<file path="src/rtl/data_mem_responder_pkg.sv">
// Shared types and Funct3 codes for the data-memory responder.
package dmem_pkg;

    localparam logic [2:0] F3_B  = 3'b000;
    localparam logic [2:0] F3_H  = 3'b001;
    localparam logic [2:0] F3_W  = 3'b010;
    localparam logic [2:0] F3_BU = 3'b100;
    localparam logic [2:0] F3_HU = 3'b101;

    localparam int MAX_WAIT = 15;

    typedef enum logic [1:0] {IDLE, WAIT, RESP} dmem_state_t;
    typedef enum logic [1:0] {OP_LOAD, OP_STORE, OP_BAD} dmem_op_t;

    function automatic logic f3_legal(input logic [2:0] f3);
        return (f3 == F3_B) || (f3 == F3_H) || (f3 == F3_W) ||
               (f3 == F3_BU) || (f3 == F3_HU);
    endfunction

endpackage

</file>
<file path="src/rtl/data_mem_responder_if.sv">
// Datapath <-> data-memory request/response bundle.
interface data_mem_responder_if #(
    parameter int ADDR_W = 9,
    parameter int DATA_W = 32
);
    logic              MemRead;
    logic              MemWrite;
    logic [2:0]        Funct3;
    logic [ADDR_W-1:0] addr;
    logic [DATA_W-1:0] wr_data;
    logic [DATA_W-1:0] rd_data;
    logic              ready;
    logic              mem_err;

    modport master (
        output MemRead, MemWrite, Funct3, addr, wr_data,
        input  rd_data, ready, mem_err
    );

    modport slave (
        input  MemRead, MemWrite, Funct3, addr, wr_data,
        output rd_data, ready, mem_err
    );
endinterface

</file>
<file path="src/rtl/data_mem_responder_lane_align.sv">
// RV32 sub-word lane steering: byte enables, replicated store word,
// sign/zero-extended load value and misaligned/illegal detection.
module dmem_lane_align
    import dmem_pkg::*;
(
    input  logic [2:0]  funct3_i,
    input  logic [1:0]  lane_i,
    input  logic        is_store_i,
    input  logic [31:0] wr_data_i,
    input  logic [31:0] ram_word_i,
    output logic [3:0]  be_o,
    output logic [31:0] st_word_o,
    output logic [31:0] ld_data_o,
    output logic        err_o
);
    logic        misalign;
    logic        illegal;
    logic        sx;
    logic [7:0]  byte_sel;
    logic [15:0] half_sel;

    always_comb begin
        misalign = ((funct3_i[1:0] == 2'b01) && lane_i[0]) ||
                   ((funct3_i == F3_W) && (lane_i != 2'b00));
        // Unsigned variants exist only for loads.
        illegal  = !f3_legal(funct3_i) || (is_store_i && funct3_i[2]);
        err_o    = misalign || illegal;
        sx       = !funct3_i[2];
        byte_sel = ram_word_i[{lane_i, 3'b000} +: 8];
        half_sel = lane_i[1] ? ram_word_i[31:16] : ram_word_i[15:0];

        be_o      = 4'b0000;
        st_word_o = wr_data_i;
        ld_data_o = '0;
        case (funct3_i[1:0])
            2'b00: begin
                be_o      = 4'b0001 << lane_i;
                st_word_o = {4{wr_data_i[7:0]}};
                ld_data_o = {{24{sx & byte_sel[7]}}, byte_sel};
            end
            2'b01: begin
                be_o      = lane_i[1] ? 4'b1100 : 4'b0011;
                st_word_o = {2{wr_data_i[15:0]}};
                ld_data_o = {{16{sx & half_sel[15]}}, half_sel};
            end
            2'b10: begin
                be_o      = 4'b1111;
                ld_data_o = ram_word_i;
            end
            default: ;
        endcase

        if (err_o) begin
            be_o      = 4'b0000;
            ld_data_o = '0;
        end
    end
endmodule

</file>
<file path="src/rtl/data_mem_responder.sv">
// Data-memory responder: latched request, WAIT_CYCLES wait states, one-cycle
// ready pulse; RAM commit and load sampling happen on the edge entering RESP.
module data_mem_responder
    import dmem_pkg::*;
#(
    parameter int DATA_W      = 32,
    parameter int ADDR_W      = 9,
    parameter int WAIT_CYCLES = 0
) (
    input  logic                 clk,
    input  logic                 reset,
    data_mem_responder_if.slave  bus
);
    localparam int         WORDS     = 1 << (ADDR_W - 2);
    localparam logic [3:0] WAIT_INIT = (WAIT_CYCLES == 0) ? 4'd0 : 4'(WAIT_CYCLES - 1);

    dmem_state_t       state_q;
    logic [3:0]        cnt_q;
    dmem_op_t          op_q;
    logic [2:0]        f3_q;
    logic [ADDR_W-1:0] addr_q;
    logic [DATA_W-1:0] wdata_q;
    logic [DATA_W-1:0] rd_data_q, rd_data_d;
    logic              ready_q;
    logic              err_q, err_d;

    logic [DATA_W-1:0] mem [WORDS];

    logic              req, in_idle, commit, fail, we;
    dmem_op_t          op_in, cur_op;
    logic [2:0]        cur_f3;
    logic [ADDR_W-1:0] cur_addr;
    logic [DATA_W-1:0] cur_wdata, ram_word, st_word, ld_data;
    logic [3:0]        be;
    logic              align_err;

    // With zero wait states the commit edge is the accept edge, so the
    // live request feeds the lane logic while idle; otherwise the latches.
    always_comb begin
        req       = bus.MemRead | bus.MemWrite;
        in_idle   = (state_q == IDLE);
        op_in     = (bus.MemRead && bus.MemWrite) ? OP_BAD :
                    bus.MemWrite ? OP_STORE : OP_LOAD;
        cur_op    = in_idle ? op_in       : op_q;
        cur_f3    = in_idle ? bus.Funct3  : f3_q;
        cur_addr  = in_idle ? bus.addr    : addr_q;
        cur_wdata = in_idle ? bus.wr_data : wdata_q;
        ram_word  = mem[cur_addr[ADDR_W-1:2]];
        commit    = in_idle ? (req && (WAIT_CYCLES == 0))
                            : ((state_q == WAIT) && (cnt_q == 4'd0));
        fail      = align_err || (cur_op == OP_BAD);
        we        = commit && !fail && (cur_op == OP_STORE);
        rd_data_d = (fail || (cur_op != OP_LOAD)) ? '0 : ld_data;
        err_d     = fail;
    end

    dmem_lane_align u_align (
        .funct3_i   (cur_f3),
        .lane_i     (cur_addr[1:0]),
        .is_store_i (cur_op == OP_STORE),
        .wr_data_i  (cur_wdata),
        .ram_word_i (ram_word),
        .be_o       (be),
        .st_word_o  (st_word),
        .ld_data_o  (ld_data),
        .err_o      (align_err)
    );

    always_ff @(posedge clk) begin
        if (reset) begin
            state_q   <= IDLE;
            cnt_q     <= 4'd0;
            op_q      <= OP_LOAD;
            f3_q      <= 3'b000;
            addr_q    <= '0;
            wdata_q   <= '0;
            rd_data_q <= '0;
            ready_q   <= 1'b0;
            err_q     <= 1'b0;
        end else begin
            ready_q <= commit;
            if (commit) begin
                rd_data_q <= rd_data_d;
                err_q     <= err_d;
            end
            case (state_q)
                IDLE: begin
                    if (req) begin
                        op_q    <= op_in;
                        f3_q    <= bus.Funct3;
                        addr_q  <= bus.addr;
                        wdata_q <= bus.wr_data;
                        cnt_q   <= WAIT_INIT;
                        state_q <= (WAIT_CYCLES == 0) ? RESP : WAIT;
                    end
                end
                WAIT: begin
                    if (cnt_q == 4'd0) state_q <= RESP;
                    else               cnt_q   <= cnt_q - 4'd1;
                end
                RESP:    state_q <= IDLE;
                default: state_q <= IDLE;
            endcase
        end
    end

    // RAM contents survive reset; a store pending at reset is simply never committed.
    always_ff @(posedge clk) begin
        if (!reset && we) begin
            for (int b = 0; b < 4; b++) begin
                if (be[b]) mem[cur_addr[ADDR_W-1:2]][8*b +: 8] <= st_word[8*b +: 8];
            end
        end
    end

    assign bus.rd_data = rd_data_q;
    assign bus.ready   = ready_q;
    assign bus.mem_err = err_q;

endmodule

</file>
<file path="src/flat_wrapper.sv">
// flat-port wrapper written by rule: the top's interface ports become plain ports
module data_mem_responder_flat import dmem_pkg::*;
#(
    parameter int DATA_W      = 32,
    parameter int ADDR_W      = 9,
    parameter int WAIT_CYCLES = 0
)
  (clk, reset, bus_MemRead, bus_MemWrite, bus_Funct3, bus_addr, bus_wr_data, bus_rd_data, bus_ready, bus_mem_err);
  data_mem_responder_if #(.ADDR_W(ADDR_W), .DATA_W(DATA_W)) bus_i ();
  input  logic clk;
  input  logic reset;
  input wire logic [$bits(bus_i.MemRead)-1:0] bus_MemRead;
  input wire logic [$bits(bus_i.MemWrite)-1:0] bus_MemWrite;
  input wire logic [$bits(bus_i.Funct3)-1:0] bus_Funct3;
  input wire logic [$bits(bus_i.addr)-1:0] bus_addr;
  input wire logic [$bits(bus_i.wr_data)-1:0] bus_wr_data;
  output wire logic [$bits(bus_i.rd_data)-1:0] bus_rd_data;
  output wire logic [$bits(bus_i.ready)-1:0] bus_ready;
  output wire logic [$bits(bus_i.mem_err)-1:0] bus_mem_err;
  assign bus_i.MemRead = bus_MemRead;
  assign bus_i.MemWrite = bus_MemWrite;
  assign bus_i.Funct3 = bus_Funct3;
  assign bus_i.addr = bus_addr;
  assign bus_i.wr_data = bus_wr_data;
  assign bus_rd_data = bus_i.rd_data;
  assign bus_ready = bus_i.ready;
  assign bus_mem_err = bus_i.mem_err;
  data_mem_responder #(.DATA_W(DATA_W), .ADDR_W(ADDR_W), .WAIT_CYCLES(WAIT_CYCLES)) u_core (.clk(clk), .reset(reset), .bus(bus_i));
endmodule
</file>
<file path="config.mk">
export PLATFORM = sky130hd
export DESIGN_NAME = data_mem_responder_flat
export DESIGN_NICKNAME = d
export VERILOG_FILES = /design/src/rtl/data_mem_responder_pkg.sv /design/src/rtl/data_mem_responder_if.sv /design/src/rtl/data_mem_responder_lane_align.sv /design/src/rtl/data_mem_responder.sv /design/src/flat_wrapper.sv
export SDC_FILE = /design/constraint.sdc
export NUM_CORES = 2
export LEC_CHECK = 0
export BUFFER_PORTS_ARGS = -buffer_cell sky130_fd_sc_hd__buf_2
export CORE_ASPECT_RATIO = 1.5
export CORE_UTILIZATION = 56
export CTS_CLUSTER_SIZE = 40
export DETAILED_ROUTE_END_ITERATION = 8
export PLACE_DENSITY = 0.72
export RECOVER_POWER = 100
export SKIP_CTS_REPAIR_TIMING = 1
export SLEW_MARGIN = 20
export SYNTH_ARGS = -nofsm -noshare
export SYNTH_HDL_FRONTEND = slang
export SYNTH_HIERARCHICAL = 1
export SYNTH_SLANG_ARGS = --single-unit
export TNS_END_PERCENT = 20
</file>
<file path="constraint.sdc">
create_clock -name clk -period 24.7 [get_ports clk]
set_clock_uncertainty 0.2 [all_clocks]
set_input_delay 1.235 -clock clk [delete_from_list [all_inputs] [get_ports clk]]
set_output_delay 1.235 -clock clk [all_outputs]
set_load 0.1 [all_outputs]
</file>
# [Word-level counts from Yosys, hierarchy flattened]
# Memories as Yosys holds them, arrays and structs flattened.
# Index checks and enable logic that the tools add are counted.
[word_totals] regBits=86 ram_bits=4096 output_inout_bits=34 word_cells=92 n_memories=1
[memory_table] name="u_core.mem" words=128 word_bits=32 read_ports=1 rd_clocked_by_memory_dff=0 wr=1 line_no="data_mem_responder.sv:27" rtl="logic [DATA_W-1:0] mem [WORDS];"
[op_classes] add_sub_neg=1 n_eq_ne=12 shifts=2 mux=33 bitwise=3 reduce_logical=31
[ops] op="two-way mux 32 bit" n=3
[ops] op="one-hot mux 32 bit (3 select lines)" n=1
[ops] op="one-hot mux 32 bit (2 select lines)" n=1
[ops] op="indexed part select 32 x 6 -> 8 bit" n=1
[ops] op="two-way mux 16 bit" n=1
[ops] op="two-way mux 4 bit" n=4
[ops] op="two-way mux 1 bit" n=14
[ops] op="one-hot mux 4 bit (3 select lines)" n=1
[ops] op="logical OR 1 bit" n=9
[ops] op="two-way mux 9 bit" n=1
[ops] op="logical AND 1 bit" n=8
[ops] op="two-way mux 2 bit" n=4
[ops] op="one-hot mux 4 bit (2 select lines)" n=1
[ops] op="equality test 2 x 1 -> 1 bit, second input constant" n=3
[ops] op="equality test 3 bit, second input constant" n=2
[ops] op="nonzero test 2 bit" n=3
[ops] op="equality test 2 bit, second input constant" n=2
[ops] op="zero test 1 bit" n=4
[ops] op="zero test 2 bit" n=2
[ops] op="zero test 4 bit" n=1
[ops] op="inequality test 2 bit, second input constant" n=2
[ops] op="one-hot mux 2 bit (2 select lines)" n=1
[ops] op="AND reduction 2 bit" n=2
[ops] op="<< shifter 1 x 2 -> 4 bit, first input constant" n=1
[ops] op="other kinds (9)" n=10

# [Depth between registers and ports, before layout]
[depth] depth_word=17 depth_mapped=18 depth_no_buf=12

# [Modules after synthesis]
# Netlist, hierarchy kept.
[modules_own_cells] mod="data_mem_responder" instances=1 cells_per_inst=10195 area_each_um2=159180.2 seq_area_each_um2=124619.5
[modules_own_cells] mod="dmem_lane_align" instances=1 cells_per_inst=169 area_each_um2=1166.1 seq_area_each_um2=0.0

# [Least setup slack after synthesis]
# OpenSTA, ideal clock, no wires.
[synth_timing] path_type="flip-flop to flip-flop" from="register u_core.state_q[1]" to="memory u_core.mem[0][30] (data pin)" setup_ps=1196 t_arrival_ps=7437 t_required_ps=23304 path_slack_ps=15866 path_stages_with_launch=12 n_path_buf=9 period_less_slack_ps=8834 path_cell_list="dfxtp_1 buf_6 buf_6 buf_2 buf_2 buf_2 buf_1 mux2_2 buf_4 buf_2 clkbuf_1 o21ai_0"
[synth_between] elab_chain_cells=4
[synth_rtl] item="start: declaration" line_no="data_mem_responder.sv:17" rtl="dmem_state_t state_q;"
[synth_rtl] item="start signal: assignment" line_no="data_mem_responder.sv:94" rtl="state_q <= (WAIT_CYCLES == 0) ? RESP : WAIT;"
[synth_rtl] item="zero test 2 bit *" line_no="data_mem_responder.sv:41" rtl="in_idle = (state_q == IDLE);"
[synth_rtl] item="two-way mux 3 bit *" line_no="data_mem_responder.sv:45" rtl="cur_f3 = in_idle ? bus.Funct3 : f3_q;"
[synth_rtl] item="named net u_core.cur_f3[1]" line_no="data_mem_responder.sv:31" rtl="logic [2:0] cur_f3;"
[synth_rtl] item="equality test 2 x 1 -> 1 bit or zero test 2 bit (tied branches)" line_no="data_mem_responder_lane_align.sv:35" rtl="case (funct3_i[1:0])"
[synth_rtl] item="one-hot mux 32 bit (2 select lines) *" line_no="data_mem_responder_lane_align.sv:35"
[synth_rtl] item="named net u_core.st_word[30]" line_no="data_mem_responder.sv:33" rtl="logic [DATA_W-1:0] cur_wdata, ram_word, st_word, ld_data;"
[synth_rtl] item="end: declaration" line_no="data_mem_responder.sv:27"
# Mark *: on every way through the listed nets, which the timed path passes. The rest lies on a longest branch.

# [Final worst setup path]
[layout_timing] from="register u_core.state_q[1]" to="memory u_core.mem[10][11] (data pin)"
[layout_lines] item="zero test 2 bit" line_no="data_mem_responder.sv:41"
[layout_lines] item="two-way mux 32 bit" line_no="data_mem_responder.sv:47" rtl="cur_wdata = in_idle ? bus.wr_data : wdata_q;"
[layout_lines] item="named net u_core.cur_wdata[3]" line_no="data_mem_responder.sv:33"
[layout_lines] item="one-hot mux 32 bit (2 select lines)" line_no="data_mem_responder_lane_align.sv:35"
[layout_lines] item="named net u_core.st_word[11]" line_no="data_mem_responder.sv:33"
# The timed path passes the listed nets, and every way through them passes these cells.

==> metrics.cfg <==
[run_status]
status=finished, violations left
violations=capacitance limit, slew limit

[sta]
timing.final.crit_share=0.564
slew_viol_final=4754
setup_viol=0
rsz0062_at_grt=no
relSlewSlack=-2.33
fmax_ghz=0.0718
hold_violations=0
period_minus_slack_ps=13930
hold_ws_ps=257
worst_pin_slew_ps=4950
finalSetupTns_ps=0

[worst_setup_path]
worst_path_max_delay_cell=clkbuf_1
end_kind=flop
timing.critical_path.mode_cell=clkbuf_1
criticalPathCategory=flop to flop
arrival_ps=13760
timing.rr.end=u_core/mem[10][11]
timing.rr.start=u_core/state_q[1]
cp_cell_sequence=clkbuf_1, mux2_1, clkbuf_1, mux2_1, clkbuf_1
rrSetupSlack_ps=10770
cp_data_required_time_ps=24530
cp_max_fo=92
slowest_delay_ps=3210
r2r_cells=5
worstSetupStartpointType=flop

[die]
die_w_um=439
rows=240
coreArea_sq_mm=0.285
start_util=0.563
boundaryPins=82
die_h_um=657
die-area_sq_mm=0.289

[global_routing]
grt_pass1_wl_mm=674
grt_pass1_vias=97464
grtUsageMet3=0.0582
grtUsageMet1=0.386
busiest_layer=met2
antenna_found_initial=32
grt_max_degree=158
grt_use_total=0.319
gr-usage-met2=0.523
grt_overflow=0

[logic_synthesis]
synth_fp_nets=10412
synth_xor_area_frac=0
synth-compound-area-share=0.144
synth-main-ff-cell=edfxtp_1
ys_top_cells_by_area=edfxtp_1, o21ai_0, a22oi_1
synth_top_area_frac=0.767
seq_area_frac_synth=0.777
synthSimpleGateAreaFrac=0.0495
yosysTopAreaCell=edfxtp_1
synth_seq_cells=4177
synth_cell_type_count=64
syn_area_sq_mm=0.160
synthArstFlopShare=0
synth_top_family_by_area=compound AO/OA/AOI/OAI gates
synth-edff-count=4096
avgSynthCellArea_sq_um=15.5
ys.warnings.count=6
synth_mux_area_frac=0.00694
synthCells=10364
yosys.area_share.adder=0

[cts]
insertion_delay_ps=930
htree_levels=5
cts_sinks=4177
clk_pin_slew_ps=70
clockBufferDepth=4
cts_tree=built
cts_buffers=360
root_buffer=clkbuf_16

[route]
detail_route.first_pass.iterations=8
routed_via_density=7.06
wire_per_inst_um=33.1
wl_mm=469
postRouteAntennaNets=0
num_vias=100201
drt_drc_violations_left=0
drt_iter0_drc=13777

[min_path]
holdCritStartpoint=u_core/wdata_q[23]
hold_end=u_core/wdata_q[23]
hold_depth=2
hp-class=flop to flop

[finish]
syn2layout_area_growth_pct=9.22
drive_gt1_frac=0.0753
layout_common_cells=edfxtp_1, o21ai_0, a22oi_1, nor2_1, a31oi_1
final_common_cell=edfxtp_1
final_nets=10176
layout.cells.non_filler=14187

[pwr]
leakage_uw=0.0499
ir_drop_v=0.0000631
cellPowerDensity_mw_per_mm2=83.5

[placed_design]
gp_congestion=0.937
post-place-cells=13516
dp_hpwl_mm=278
io_buffers=81

[run]
maxCapViolations=113

==> worst max path at each step <==
| stage | from | to | cells past startpoint |
|---|---|---|---|
| after floorplan | u_core/state_q[1] | u_core/mem[0][30] | 11 |
| after global placement | bus_addr[3] | u_core/bus.rd_data[23] | 17 |
| after detailed placement | bus_addr[3] | u_core/bus.rd_data[30] | 17 |
| after CTS | bus_addr[3] | u_core/bus.rd_data[26] | 17 |
| after global routing | u_core/state_q[1] | u_core/mem[8][11] | 5 |
| final | u_core/state_q[1] | u_core/mem[10][11] | 5 |
==> logic make-up after synthesis <==
group | count (synthesis)
flops | 4177
compound gates | 3824
simple gates | 1361
buf+inv | 899
mux | 103
==> Yosys cell counts (3+ instances only) <==
library cell,number
a21o_1,6
a21oi_1,73
a222oi_1,9
a22oi_1,1050
a31oi_1,503
a41oi_1,5
and2_1,6
and4_1,500
and4b_1,4
buf_1,56
buf_2,76
buf_4,15
buf_6,11
clkbuf_1,734
dfxtp_1,81
edfxtp_1,4096
inv_1,6
mux2_2,61
mux2i_1,41
nand2_1,190
nand2b_1,5
nor2_1,577
nor2b_1,6
nor3_1,5
nor4_1,32
nor4b_2,3
nor4bb_1,6
o2111ai_1,31
o21ai_0,2014
o21ai_1,3
o22ai_1,17
o41ai_1,95
or2_2,10
==> power by group <==
part           switching [uW]  total [uW]  leakage (uW)  internal, uW
sequential               8.40        8020        0.0377          8020
clock                    2500        5530       0.00553          3030
combinational             858        1060       0.00666           205
==> area by class of cell <==
type,count,area [sq um]
Sequential cell,4177,125000
Clock buffer,451,9540
Multi-Input combinational cell,5288,32400
Fill cell,20186,110000
Timing Repair Buffer,295,1980
Clock inverter,203,1790
Tap cell,3751,4690
Antenna cell,16,40.0
Inverter,6,22.5
==> through the flow <==
step / utilization / setup WS, ps / instance area, sq um / total power (uW)
after CTS: 0.617 / 17650 / 176000 / 14600
after global routing: 0.615 / 10370 / 175000 / 14900
after global placement: 0.577 / 16860 / 164000 / 9150
after floorplan: - / 15870 / 160000 / 8700
final: 0.615 / 10770 / 175000 / 14600
after detailed placement: 0.577 / 16720 / 164000 / 9180
==> per-layer routing <==
metal	share of wire	wire, um	vias to the layer above
li1	-	-	41293
met1	0.33	153000	50515
met2	0.49	229000	6996
met3	0.11	49700	1385
met4	0.079	37000	12
met5	0.00014	66	-
==> flip-flops by register name, indices dropped and copies added, names as in the netlist <==
name / cells
u_core/state_q: 1
u_core/bus.mem_err: 1
u_core/bus.ready: 1
u_core/bus.rd_data: 32
u_core/addr_q: 9
u_core/mem: 4096
u_core/f3_q: 3
u_core/wdata_q: 32
u_core/op_q: 2
==> critical path: cells and delay by family, from the launching register on <==
kind | cells | cell delay (ps)
buffers and inverters | 3 | 7630
muxes | 2 | 3380
DFF | 1 | 1560
No activity file was read; power rests on OpenSTA's default activity.
